### config.mk
export PLATFORM = sky130hd
export DESIGN_NAME = hex_emitter
export DESIGN_NICKNAME = d
export VERILOG_FILES = /design/src/rtl/hex_emitter.sv
export SDC_FILE = /design/constraint.sdc
export NUM_CORES = 1
export LEC_CHECK = 0
export CAP_MARGIN = 30
export CORE_UTILIZATION = 50
export CTS_CLUSTER_DIAMETER = 80
export DETAILED_ROUTE_END_ITERATION = 12
export GPL_ROUTABILITY_DRIVEN = 0
export PLACE_DENSITY = 0.65
export SYNTH_ARGS = -nofsm -noshare
export SYNTH_HDL_FRONTEND = slang
export SYNTH_SLANG_ARGS = --single-unit
### constraint.sdc
create_clock -name clk -period 3.58 [get_ports clk]
set_input_delay 0.537 -clock clk [delete_from_list [all_inputs] [get_ports clk]]
set_output_delay 0.537 -clock clk [all_outputs]
set_load 0.1 [all_outputs]
### src/rtl/hex_emitter.sv
// Byte-to-ASCII hex serialiser: buffers raw bytes in a small FIFO and emits each one
// as two hex digits followed by a space, or by a line feed at the end of each line.
module hex_emitter #(
  parameter int DEPTH          = 16,
  parameter int BYTES_PER_LINE = 16,
  parameter int UPPERCASE      = 1
) (
  input  logic       clk,
  input  logic       rst,
  input  logic       push_back,
  input  logic [7:0] data_in,
  output logic       full,
  input  logic       pop_front,
  output logic [7:0] data_out,
  output logic       empty,
  output logic       error
);

  localparam int AW = $clog2(DEPTH);
  localparam int CW = (BYTES_PER_LINE > 1) ? $clog2(BYTES_PER_LINE) : 1;
  localparam logic [CW-1:0] LAST_COL = CW'(BYTES_PER_LINE - 1);
  localparam logic [AW:0]   FULL_CNT = (AW+1)'(DEPTH);

  typedef enum logic [1:0] {NONE, HIGH, LOW, SEP} phase_t;

  function automatic logic [7:0] hex_digit(input logic [3:0] n);
    if (n < 4'd10) return 8'h30 + {4'h0, n};
    else           return ((UPPERCASE != 0) ? 8'h41 : 8'h61) + {4'h0, n - 4'd10};
  endfunction

  logic [7:0]    mem_q [DEPTH];
  logic [AW-1:0] wr_ptr_q, wr_ptr_d, rd_ptr_q, rd_ptr_d;
  logic [AW:0]   count_q, count_d;
  phase_t        phase_q, phase_d;
  logic [7:0]    cur_q, cur_d;
  logic [CW-1:0] col_q, col_d;
  logic          err_q, err_d;
  logic          full_q, full_d;
  logic          empty_q, empty_d;
  logic [7:0]    data_out_q, data_out_d;
  logic          push_ok, deq;

  always_comb begin
    wr_ptr_d   = wr_ptr_q;
    rd_ptr_d   = rd_ptr_q;
    count_d    = count_q;
    phase_d    = phase_q;
    cur_d      = cur_q;
    col_d      = col_q;
    deq        = 1'b0;
    push_ok    = push_back && !full_q;
    err_d      = err_q | (push_back & full_q);
    data_out_d = 8'h00;

    case (phase_q)
      NONE: begin
        if (pop_front) err_d = 1'b1;
        if (count_q != '0) deq = 1'b1;
      end
      HIGH: if (pop_front) phase_d = LOW;
      LOW:  if (pop_front) phase_d = SEP;
      SEP: begin
        if (pop_front) begin
          col_d = (col_q == LAST_COL) ? '0 : col_q + CW'(1);
          // Reload straight from SEP so a busy stream has no empty bubble.
          if (count_q != '0) deq = 1'b1;
          else               phase_d = NONE;
        end
      end
      default: phase_d = NONE;
    endcase

    if (deq) begin
      cur_d    = mem_q[rd_ptr_q];
      rd_ptr_d = rd_ptr_q + AW'(1);
      phase_d  = HIGH;
    end
    if (push_ok) wr_ptr_d = wr_ptr_q + AW'(1);
    if (push_ok && !deq)      count_d = count_q + (AW+1)'(1);
    else if (!push_ok && deq) count_d = count_q - (AW+1)'(1);

    // Outputs are registered from next state so nothing combinational reaches them.
    full_d  = (count_d == FULL_CNT);
    empty_d = (phase_d == NONE);
    case (phase_d)
      HIGH:    data_out_d = hex_digit(cur_d[7:4]);
      LOW:     data_out_d = hex_digit(cur_d[3:0]);
      SEP:     data_out_d = (col_d == LAST_COL) ? 8'h0A : 8'h20;
      default: data_out_d = 8'h00;
    endcase
  end

  always_ff @(posedge clk) begin
    if (push_ok) mem_q[wr_ptr_q] <= data_in;
    cur_q <= cur_d;
  end

  always_ff @(posedge clk) begin
    if (rst) begin
      wr_ptr_q   <= '0;
      rd_ptr_q   <= '0;
      count_q    <= '0;
      phase_q    <= NONE;
      col_q      <= '0;
      err_q      <= 1'b0;
      full_q     <= 1'b0;
      empty_q    <= 1'b1;
      data_out_q <= 8'h00;
    end else begin
      wr_ptr_q   <= wr_ptr_d;
      rd_ptr_q   <= rd_ptr_d;
      count_q    <= count_d;
      phase_q    <= phase_d;
      col_q      <= col_d;
      err_q      <= err_d;
      full_q     <= full_d;
      empty_q    <= empty_d;
      data_out_q <= data_out_d;
    end
  end

  assign full     = full_q;
  assign empty    = empty_q;
  assign data_out = data_out_q;
  assign error    = err_q;

endmodule
==> impl_summary.md, run 1 <==
Die
Measured along the x axis, the die boundary spans 121 µm. The die boundary height is 121 µm. The effective utilization at floorplan is 51.1%. The top-level I/O count is 23. The floorplan step defined a die boundary enclosing 14,700 µm². The number of placement rows is 43. The floorplan step defined a core boundary enclosing 13,900 µm².

Pwr
In this run the power spent charging and discharging nets is 2.21 mW. The total power is 6.25 mW. Summed over all cells, the static leakage comes to 2.74 nW. The worst IR drop on VDD is 0.386 mV. Of the total power, registers draw 38.5%. In this run the power density over the cells is 767 nW/µm². The proportion of power drawn by combinational gates is 33.3%.

The internal cell power is 4.04 mW. The clock network accounts for 28.3% of the total power. Net switching is 35.4% of the power.

Logic synthesis
After synthesis the cells add up to 7090 µm². The synthesized netlist contains 57 unique library cells. After synthesis the netlist holds a flip-flop and latch count of 169. In the synthesized netlist the async set-or-reset flop fraction comes to 0%. The net count after synthesis is 498. The synthesis warning total is 0.

The most used flip-flop cell after synthesis is edfxtp_1. In this run, synthesis inferred 128 flip-flops with an integrated enable. The sequential cell area fraction in the yosys report is 65.8%. A synthesized cell averages 15.1 µm². Synthesis produced a netlist whose cell count is 469.

Drt
The total detailed-routing wirelength is 13,900 µm. For this run, design rule violations remaining after detail routing come to 0. For this block, the initial DRC count from the detailed router was 357. The wire length per cell is 19.8 µm. In this run the remaining antenna-violating nets after routing total 0. The routed layout has 3,997 vias. The count of TritonRoute iterations in the first routing pass is 4.

The mean number of vias per cell is 5.69.

Placement
The count of buffers inserted at the top-level ports is 21. The half-perimeter wire length after placement is 9400 µm.

Clock tree
In this run the number of H-tree levels came out at 4. The CTS buffer count is 17. Clock tree synthesis selected as its root buffer the cell clkbuf_16. TritonCTS built the clock tree.

Buffers inserted to repair hold after CTS numbered 0. Counting along the longest clock path gives a buffer depth of 2. The number of setup buffers added after CTS is 0. Clock latency on the worst-skew pair, taken at its later pin, is 0.43 ns.

The clock slew at the register clock pins of the worst setup and hold paths is 0.07 ns. The number of gates resized after CTS was 0. The TritonCTS sink count is 169.

Critical path
The slack of the worst reg-to-reg path is 0.47 ns. The category of the critical setup timing path is reg2reg. For the worst setup path, the data arrival time is 3.45 ns. The nature of the critical path endpoint is a register.

The required time of the worst setup path is 3.93 ns. The worst register-to-register path has a depth of 9. The largest fanout of any net on the critical path is 23.

In this run the critical register-to-register path is captured at data_out[2]. The nature of the critical path startpoint is a register.

Min path
The path with the worst hold slack has its endpoint at error. The worst hold-check path type is reg2reg. The startpoint identified for the worst hold timing path is error. Along the worst hold path, the cell count comes to 2.

GRT
After global routing the overflow that remains totals 0. The via count of the first global-routing pass came to 3,859. The pin count of the biggest net entering global routing is 26. The initial antenna violation count is 0. The global-route usage over all layers is 20.6%. The first-pass GRT wire length is 21,800 µm.

Final layout
The post-route netlist has 20.9% of its cells at a drive strength greater than 1. The number of diodes added for antenna fixing is 0. The filler cells instantiated in the layout total 1,034. The net count of the finished layout is 538. In the layout the commonest cells are 128 x edfxtp_1, 45 x nor2_1, 40 x dfxtp_1. The most common library cell in the layout ignoring fill and taps is edfxtp_1.

The layout overhead on the synthesized area is 14.9%.

STA
The worst-case headroom to the max-slew limit is 35.5%. The maximum clock frequency is 322 MHz. The hold violation count in the final report is 0.

The routed design could run at a clock period as short as 3.11 ns. Between clock sinks in the finished design, the worst skew comes to 0.00827 ns. Setup repair after global routing left no endpoint under its margin. The number of pins exceeding their max-slew limit in the final report came to 0. The post-route setup TNS is 0 ns.

The portion of the clock cycle consumed by the worst path in the final layout is 86.8%. At the pin with the least slew margin, the transition time is 0.964 ns. Setup violations remaining at the end of the flow were counted as 0. The final hold slack is 0.490 ns.

Job
The tool flagged a number of max-cap violations equal to 0.

Outcome
The flow ran to the end, and the final reports show no timing, DRC or antenna violations.
## worst max-delay path by stage
| stage | from | end | slack, ns | depth (start not counted) |
|---|---|---|---|---|
| after floorplan | count_q[0] | data_out[1] | 0.95 | 11 |
| after global placement | pop_front | data_out[2] | 0.51 | 10 |
| after detailed placement | pop_front | data_out[2] | 0.36 | 9 |
| after CTS | register | data_out[2] | 0.46 | 9 |
| after global routing | register | data_out[2] | 0.25 | 9 |
| final | register | data_out[2] | 0.47 | 9 |
## critical path, stage by stage (launching register included)
cell      delay (ns)
dfxtp_2         0.81
mux4_2          0.59
mux2i_1         0.29
nor3_1          0.09
a221o_1         0.37
inv_1           0.11
ha_1            0.24
xor2_1          0.14
a211o_1         0.28
o211ai_1        0.09
## layout make-up
type / count / area, µm² / area share (%)
Clock inverter: 15 / 144 / 1.77
Tap cell: 180 / 225 / 2.76
Sequential cell: 169 / 4670 / 57.3
Multi-Input combinational cell: 263 / 2240 / 27.5
Clock buffer: 17 / 425 / 5.22
Timing Repair Buffer: 46 / 398 / 4.88
Inverter: 12 / 45.0 / 0.553
## synthesized netlist by cell type (all sizes together) (3+ instances only)
cell	count	area, µm²
xor2	7	61.3
a21oi	14	70.1
nand2	27	101
a31oi	6	43.8
a21o	4	30.0
or4	3	22.5
o21ai	6	33.8
nand3	10	50.1
nand2b	7	43.8
o22ai	6	37.5
mux2	7	78.8
a221o	4	41.3
nor2b	5	31.3
ha	17	213
inv	12	45.0
nor3	13	65.1
buf	17	108
mux2i	6	60.1
a211oi	3	22.5
edfxtp	128	3840
or2	4	25.0
xnor2	7	61.3
clkbuf	8	31.3
mux4	31	698
dfxtp	41	821
nor2	45	169
## power groups by stage
| stage | clock network, mW | registers (mW) | logic [mW] |
|---|---|---|---|
| after floorplan | 0 | 2.56 | 1.55 |
| after global placement | 0 | 2.44 | 2.04 |
| after detailed placement | 0 | 2.45 | 2.07 |
| after CTS | 1.80 | 2.41 | 2.08 |
| after global routing | 1.87 | 2.43 | 2.30 |
| final | 1.77 | 2.40 | 2.08 |
## sequential cells by signal, indices dropped and copies added (netlist names), named ones only
signal    count
wr_ptr_q      4
error         1
full          1
rd_ptr_q      4
data_out      7
mem_q       128
col_q         4
cur_q         8
empty         1
count_q       5
phase_q       2
## through the flow
step | std cells | area (µm²) | util (%) | setup slack (ns)
floorplan | 469 | 7090 | - | 0.952
global placement | 670 | 7580 | 54.6 | 0.511
detailed placement | 670 | 7580 | 54.6 | 0.362
CTS | 702 | 8150 | 58.7 | 0.462
global route | 702 | 8150 | 58.7 | 0.246
finish | 702 | 8150 | 58.7 | 0.474
## per-layer routing
| metal | share of wire (%) | track usage (%) |
|---|---|---|
| met5 | 0 | 0 |
| met4 | 1.6 | 7.18 |
| met3 | 4.1 | 4.79 |
| met2 | 49 | 32.3 |
| met1 | 46 | 28.3 |
## logic make-up (layout without fill, tap and decap cells)
kind of cell | count (synthesis) | count (layout) | share of synthesized area, %
buffers and inverters | 37 | 90 | 2.59
AND/OR/NAND/NOR | 127 | 127 | 8.66
multiplexers | 44 | 44 | 11.8
AO/OA/AOI/OAI | 60 | 60 | 6.39
flip-flops | 169 | 169 | 65.8
XOR/XNOR | 14 | 14 | 1.73
adder cells (fa/ha/maj) | 17 | 17 | 3.00
other | 1 | 1 | 0.0529
Note: power is estimated with default switching activity, not from simulation.
==> run 2, diff against run 1 <==
TNS_END_PERCENT = 5   (was default)
==> results of run 2 <==
Same layout as run 1: the final DEF is identical, and so are final timing and power.
==> run 3, diff against run 2 <==
--- a/config.mk
+++ b/config.mk
@@ -6,4 +6,5 @@
 export NUM_CORES = 1
 export LEC_CHECK = 0
+export ABC_CLOCK_PERIOD_IN_PS = 3580
 export CAP_MARGIN = 30
 export CORE_UTILIZATION = 50
==> constraint.sdc (replaced) <==
create_clock -name clk -period 3.58 [get_ports clk]
set_input_delay 1.074 -clock clk [delete_from_list [all_inputs] [get_ports clk]]
set_output_delay 1.074 -clock clk [all_outputs]
set_load 0.1 [all_outputs]
==> run 3 against run 2 <==
Sequential power barely moved. Core utilization increased by 0.23 points. Sequential share of layout area down 0.23 points. Via count rose by 1.6%. First-iteration DRC count rose by 6.4%. Sequential cell count did not move. Largest cell class unchanged. Highest routed layer unchanged.
==> impl_summary.md, run 3 (synthesis gave the netlist of run 1 again) <==
GRT
Global routing used 21.3% of the available tracks. The total overflow left after global routing is 0. The via count of the first global-routing pass is 4,014. Entering global routing, the biggest net connects 26 pins. The first global-routing pass estimated 22,200 µm of wire. The initial antenna violation count is 0.

Clock tree
In this run, post-CTS repair resized a total of 0 instances. Counting along the longest clock path gives a buffer depth of 2. Clock tree synthesis found a total of 169 sinks. The cell at the root of the clock tree is clkbuf_16. CTS built an H-tree with a depth of 4. The cts-stage hold buffer count is 0. After clock tree synthesis, the setup repair step added 0 buffers. At the later pin of the worst-skew pair, clock insertion delay measures 0.42 ns.

In this run, CTS created clock tree buffers numbering 17. The clock slew at the register clock pins of the worst setup and hold paths is 0.06 ns. The CTS tree is built.

Drt
For this block, the initial DRC count from the detailed router was 380. In the routed layout, each cell is associated on average with a via count of 5.71. The total via count in the routed design is 4,061.

For this block, the routed nets add up to 14,400 µm of wire. For this run, design rule violations remaining after detail routing come to 0. The wire length per cell is 20.3 µm. The count of TritonRoute iterations in the first routing pass is 4.

The number of routed nets with antenna violations is 0.

Pwr
The power density over the cells is 774 nW/µm². The static leakage is 2.78 nW. VDD sags by at most 0.378 mV.

STA
The portion of the clock cycle consumed by the worst path in the final layout is 87.4%. The tightest hold path in the finished design has a slack of 0.493 ns. Setup violations remaining at the end of the flow were counted as 0. The clock skew after layout is 0.00817 ns. The worst-case headroom to the max-slew limit is 51.9%. The hold violation count in the final report is 0.

The number of pins exceeding their max-slew limit in the final report is 0. Based on the critical path, the design can be clocked at up to 320 MHz. The transition time of the tightest slew-check pin is 0.721 ns. The final critical-path required period is 3.13 ns. Setup repair after global routing left no endpoint under its margin. The post-route setup TNS is 0 ns.

Die
The total area inside the core boundary comes to 13,900 µm². In this run the vertical extent of the chip is 121 µm. The floorplan die area is 14,700 µm².

The die width is 121 µm. In this run the count of I/O pins placed on the die edge is 23. Once the floorplan was initialized, standard cells occupied 51.1% of the core. The number of placement rows is 43.

Final layout
Compared with the post-synthesis result, the final layout area differs by 15.3%. The library cells used most frequently in the layout, excluding fill and tap cells, are 128 x edfxtp_1, 45 x nor2_1, 45 x buf_4. The largest register by flop count is mem_q.

The area taken by multi-input logic gates is 2240 µm². The post-route netlist has 23.9% of its cells at a drive strength greater than 1. Counting the fill cells in the layout gives 1,073. The number of diodes added for antenna fixing is 0.

The final-stage net count is 548. The register with the most flip-flops in the layout has 128 of them. Across the whole layout, storage elements account for 4670 µm². Leaving out fill and tap cells, the most frequent cell in the layout is edfxtp_1.

Critical path
The critical path arrival is 3.47 ns. The delay contributed by the slowest stage of the critical path is 0.78 ns. Grouping stages by cell kind, the critical path spends the most delay in compound AO/OA/AOI/OAI gates.

The critical path is of the reg2reg type. The cell at the slowest stage of the critical path is dfxtp_1. In this run the worst path has a maximum fanout of 11. The nature of the critical path endpoint is a register.

The nature of the critical path startpoint is a register. The buffering stage count on the worst path with inverters included is 1. The required time of the worst setup path is 3.92 ns. Walking the worst path, the cells encountered are buf_4, mux4_2, a2111oi_0, nor3_1, ha_1, xor2_1, a211o_1, o211ai_1.

Min path
The worst hold-check path type is reg2reg. The hold path startpoint is error.

Outcome
The flow ran to the end, and the final reports show no timing, DRC or antenna violations.

Placement
The half-perimeter wire length after placement is 9840 µm. Input and output buffers added on the ports amount to 21.

Job
The number of maximum-capacitance violations is 0.
run 3: layer usage:
layer,GRT usage [%],routed length (µm),vias to the layer above
met5,0,0,-
met4,7.41,175,0
met3,5.31,641,16
met2,34.8,7210,98
met1,27.8,6410,2050
li1,-,-,1897
run 3: worst paths after layout:
kind | endpoint | slack, ns | cells past startpoint
worst max-delay path | data_out[2] | 0.45 | 8
worst min register to register | error | 0.49 | 2
worst min-delay path | error | 0.49 | 2
worst max register to register | data_out[2] | 0.45 | 8
run 3: area by class of cell:
cell class	instances	area share (%)
tap	180	2.75
inverter	12	0.551
timing repair buffer	56	5.48
clock buffer	18	5.25
sequential	169	57.0
clock inverter	13	1.50
multi-input combinational	263	27.4
run 3: report_power, final:
group	leakage, nW	internal, mW	switching, mW
Combinational	1.03	0.936	1.27
Clock	0.260	0.960	0.759
Sequential	1.49	2.28	0.128
Total	2.78	4.18	2.16
run 3: through the flow:
stage / area [µm²] / instances / worst slack (ns) / power, mW / util (%)
3_5_place_dp: 7630 / 680 / 0.123 / 4.65 / 54.9
5_1_grt: 8180 / 711 / 0.232 / 6.70 / 58.9
2_1_floorplan: 7090 / 469 / 0.491 / 4.11 / -
4_1_cts: 8180 / 711 / 0.461 / 6.36 / 58.9
6_report: 8180 / 711 / 0.451 / 6.33 / 58.9
3_3_place_gp: 7630 / 680 / 0.229 / 4.61 / 54.9
run 3: worst min-delay path: stages (launching register included):
cell	delay (ns)
dfxtp_1	0.33
a221oi_1	0.05
nor2_1	0.08
==> edit 1 (config.mk and constraints of run 2) <==
Make the reset (`rst`) asynchronous in one clocked block.
--- a/src/rtl/hex_emitter.sv
+++ b/src/rtl/hex_emitter.sv
@@ -97,3 +97,3 @@
 
-  always_ff @(posedge clk) begin
+  always_ff @(posedge clk or posedge rst) begin
     if (rst) begin
Behaviour: differs if rst is asserted again (counterexample within 4 cycles, from zero or initial values and one cycle with rst high); with rst held inactive, the same outputs for 10 cycles.
==> edit 1 against run 2 <==
Sequential share of layout area grew 2.0 points. Cell area down 2.0%. Largest cell class unchanged. Sequential cell count fell by 4. Highest routed layer unchanged. Power up 13%. Via count is 11% lower. Worst setup slack improved by 0.33 ns. Synthesized area shrank 1.4%. Routed wire length fell by 9.3%.
==> edit 1: results (changes against run 2) <==
pre_cts_ws_ns: 0.594  # was 0.362 ns
worst_pin_slew_ns: 0.964  # about the same
ys_async_sr_fraction_pct: 17.6  # was 0%
synth_cell_types: 62  # was 57
ir_drop_mv: 0.379  # was 0.386 mV
cp-endpoint: "data_out[5]"  # was data_out[2]
p_leak_nw: 2.86  # was 2.74 nW
wl_met1_mm: 5.71  # was 6.37 mm
hp-class: "in -> async"  # was reg -> reg
path_max_fanout: 13  # was 23
rr_worst_depth: 8  # was 9
synth_commonest_cells: "128 x edfxtp_1, 28 x dfrtp_1, 20 x nand2_1, 18 x mux4_2, 17 x and2_1"  # was 128 x edfxtp_1, 45 x nor2_1, 41 x dfxtp_1, 31 x mux4_2, 27 x nand2_1
critPathMaxStageDelay_ns: 0.73  # was 0.81 ns
yosysWarnings: 0  # unchanged
cts_made_buffers: 17  # unchanged
path_clk_slew_ns: 0.07  # about the same
ys_seq_area_share_pct: 67.7  # was 65.8%
grt_usage_pct: 19.4  # was 20.6%
cp_slowest_cell: "dfrtp_1"  # was dfxtp_2
drive_above_1_share_pct: 16.1  # was 20.9%
synth.area.top_cells: "edfxtp_1 55%, dfrtp_1 10%, mux4_2 5.8%, mux4_1 5.6%, ha_1 2.7%"  # was edfxtp_1 54%, dfxtp_1 12%, mux4_2 9.8%, ha_1 3.0%, nor2_1 2.4%
grt_pass1_vias: 3633  # was 3,859
regMostFlops: "mem_q"  # unchanged
drtIter0Drc: 306  # was 357
setup_slack_ns: 0.801  # was 0.474 ns
syn_nets: 435  # was 498
drtPass1Iterations: 4  # unchanged
grt_max_degree: 31  # was 26
largest_reg_flops: 128  # unchanged
wl_met3_um: 612  # was 564 um
status: "finished, final reports clean"  # unchanged
antenna_cells: 0  # unchanged
wl_mm: 12.6  # was 13.9 mm
hpwlAfterDp_mm: 8.42  # was 9.40 mm
fillers: 1030  # was 1,034
finClkSkew_ns: 0.0114  # was 0.00827 ns
nNetsFinal: 468  # was 538
via_per_inst: 5.67  # was 5.69
wl_met2_mm: 6.15  # was 6.76 mm
h-tree-depth: 4  # unchanged
grt_pass1_wl_mm: 20.1  # was 21.8 mm
topRoutingLayerUsed: "met4"  # unchanged
## edit 1: changes by cell type after synthesis, moves of 10 or more
cell	delta
nor3_1	-10
dfxtp_1	-33
mux4_2	-13
dfrtp_1	+28
mux4_1	+15
and2_1	+15
nor2_1	-31
## edit 1: kinds of logic after synthesis
| family | share of synthesized area (%) |
|---|---|
| flops | 67.7 |
| simple gates | 7.25 |
| compound gates | 5.34 |
| mux | 12.7 |
| buf+inv | 2.49 |
| fa+ha+maj | 2.69 |
| xor+xnor | 1.75 |
| other cells | 0.0537 |
## edit 1: area by class of cell
class | instances | share of cell area (%)
Tap cell | 176 | 2.76
Clock inverter | 15 | 1.79
Timing Repair Buffer | 31 | 3.98
Clock buffer | 17 | 5.33
Multi-Input combinational cell | 210 | 26.1
Sequential cell | 165 | 59.3
Inverter | 16 | 0.752
## edit 1: routing by layer
metal  vias up  global-route usage, %
li1       1653                      -
met1      1827                   25.8
met2        79                   30.6
met3        12                   5.47
met4         0                   7.33
met5         -                      0
## edit 1: per-stage QoR
stage	total power, W	instance area (sq um)	utilization [%]	std cells
floorplan	0.00473	6990	-	408
global placement	0.00532	7390	54.9	597
detailed placement	0.00535	7410	55.1	598
CTS	0.00712	7980	59.3	630
global route	0.00747	7980	59.3	630
finish	0.00706	7980	59.3	630
## edit 1: worst min-delay path by stage
stage | start | slack (ns) | cells past startpoint | to
after floorplan | cur_q[7] | 0.46 | 2 | cur_q[7]
after global placement | error | 0.47 | 1 | error
after detailed placement | error | 0.47 | 1 | error
after CTS | rst | 0.48 | 2 | wr_ptr_q[3]
after global routing | error | 0.50 | 1 | error
final | rst | 0.48 | 2 | wr_ptr_q[3]
## edit 1: worst max-delay path: cells and delay by family (launching register included)
kind            cells  cell delay (ns)
buf+inv             1             0.35
flops               1             0.73
mux                 2             0.73
simple gates        1             0.08
compound gates      4             0.81
## edit 1: power breakdown
group	leakage, nW	total [W]	internal (W)	switching [W]
Clock	0.276	0.00176	0.000972	0.000785
Combinational	1.00	0.00266	0.00111	0.00155
Sequential	1.58	0.00264	0.00243	0.000211
Total	2.86	0.00706	0.00451	0.00254
==> edit 2 (config.mk and constraints of run 2) <==
Made on the original files. Change the parameter `BYTES_PER_LINE` from 16 to 32.
--- a/src/rtl/hex_emitter.sv
+++ b/src/rtl/hex_emitter.sv
@@ -4,3 +4,3 @@
   parameter int DEPTH          = 16,
-  parameter int BYTES_PER_LINE = 16,
+  parameter int BYTES_PER_LINE = 32,
   parameter int UPPERCASE      = 1
Check against the original RTL: same outputs for any inputs over 10 cycles, from zero or initial values and one cycle with rst high; that may be too few to reach the edited logic, so the function may still have changed.
==> edit 2 against run 2 <==
Cell area rose by 0.38%. Sequential cell count rose by 1. Power shrank 0.58%. Routed wire length is 1.5% higher. Worst setup slack better by 0.020 ns. First-iteration DRC count increased by 18%. Synthesized area decreased by 0.97%. Synthesized cell count down 4.3%. Fmax up 0.66%. Critical endpoint is now data_out[1].
==> edit 2: results (changes against run 2) <==
status: "finished, final reports clean"  # unchanged
drtIter0Drc: 423  # was 357
placedCellCount: 655  # was 670
synth-seq-cells: 170  # was 169
multi_input_cells: 249  # was 263
bufAreaShareNonClock_pct: 5.23  # was 4.88%
place_area_sq_um: 7560  # was 7580 sq um
nNetsFinal: 528  # was 538
grt_pass1_wl_mm: 22.0  # was 21.8 mm
wl_mm: 14.1  # was 13.9 mm
pre_cts_ws_ns: 0.278  # was 0.362 ns
path_max_fanout: 16  # was 23
yosys-mux-area-fraction_pct: 13.0  # was 11.8%
p_leak_nw: 2.75  # was 2.74 nW
worst_pin_slew_ns: 0.966  # was 0.964 ns
inv_count: 10  # was 12
grt_max_degree: 27  # was 26
ys_seq_area_share_pct: 66.7  # was 65.8%
core-area_sq_um: 13500  # was 13,900 sq um
synthAdderAreaFrac_pct: 3.21  # was 3.00%
fillers: 1031  # was 1,034
synth.area.top_cells: "edfxtp_1 55%, dfxtp_1 12%, mux4_2 11%, ha_1 3.2%, nor2_1 2.2%"  # was edfxtp_1 54%, dfxtp_1 12%, mux4_2 9.8%, ha_1 3.0%, nor2_1 2.4%
drive_above_1_share_pct: 20.7  # was 20.9%
synth_xor_area_share_pct: 1.62  # was 1.73%
buffers: 50  # was 46
hpwlAfterDp_mm: 9.41  # was 9.40 mm
critPathMaxStageDelay_ns: 0.59  # was 0.81 ns
ir_drop_mv: 0.501  # was 0.386 mV
cp_slowest_cell: "or3_1"  # was dfxtp_2
grt_pass1_vias: 3927  # was 3,859
synth-compound-area-share_pct: 5.36  # was 6.39%
powerClk_w: 0.00189  # was 0.00177 W
syn_nets: 479  # was 498
-- edit 2: routing by layer --
layer  up-vias  share of wire, %  global-route usage, %  wire [um]
li1       1828                 -                      -          -
met1      1974                42                   27.7       5960
met2       111                51                   35.8       7170
met4         0              0.93                   5.63        131
met5         -                 0                      0          0
met3        10               6.2                   4.81        871
-- edit 2: per-stage QoR --
step	hold slack [ns]	util [%]
global route	0.519	60.8
finish	0.485	60.8
global placement	0.468	56.2
floorplan	0.437	-
CTS	0.492	60.8
detailed placement	0.480	56.2
-- edit 2: cells by family after synthesis --
logic type,after synthesis
XOR/XNOR,13
flip-flops,170
other,1
buffers and inverters,30
multiplexers,46
AO/OA/AOI/OAI,57
AND/OR/NAND/NOR,114
adder cells (fa/ha/maj),18
-- edit 2: final timing paths --
path                    from           to  slack [ns]  depth (start not counted)
setup / recovery  count_q[0]  data_out[1]        0.49                         10
hold / removal         error        error        0.48                          2
setup reg to reg  count_q[0]  data_out[1]        0.49                         10
hold reg to reg        error        error        0.48                          2
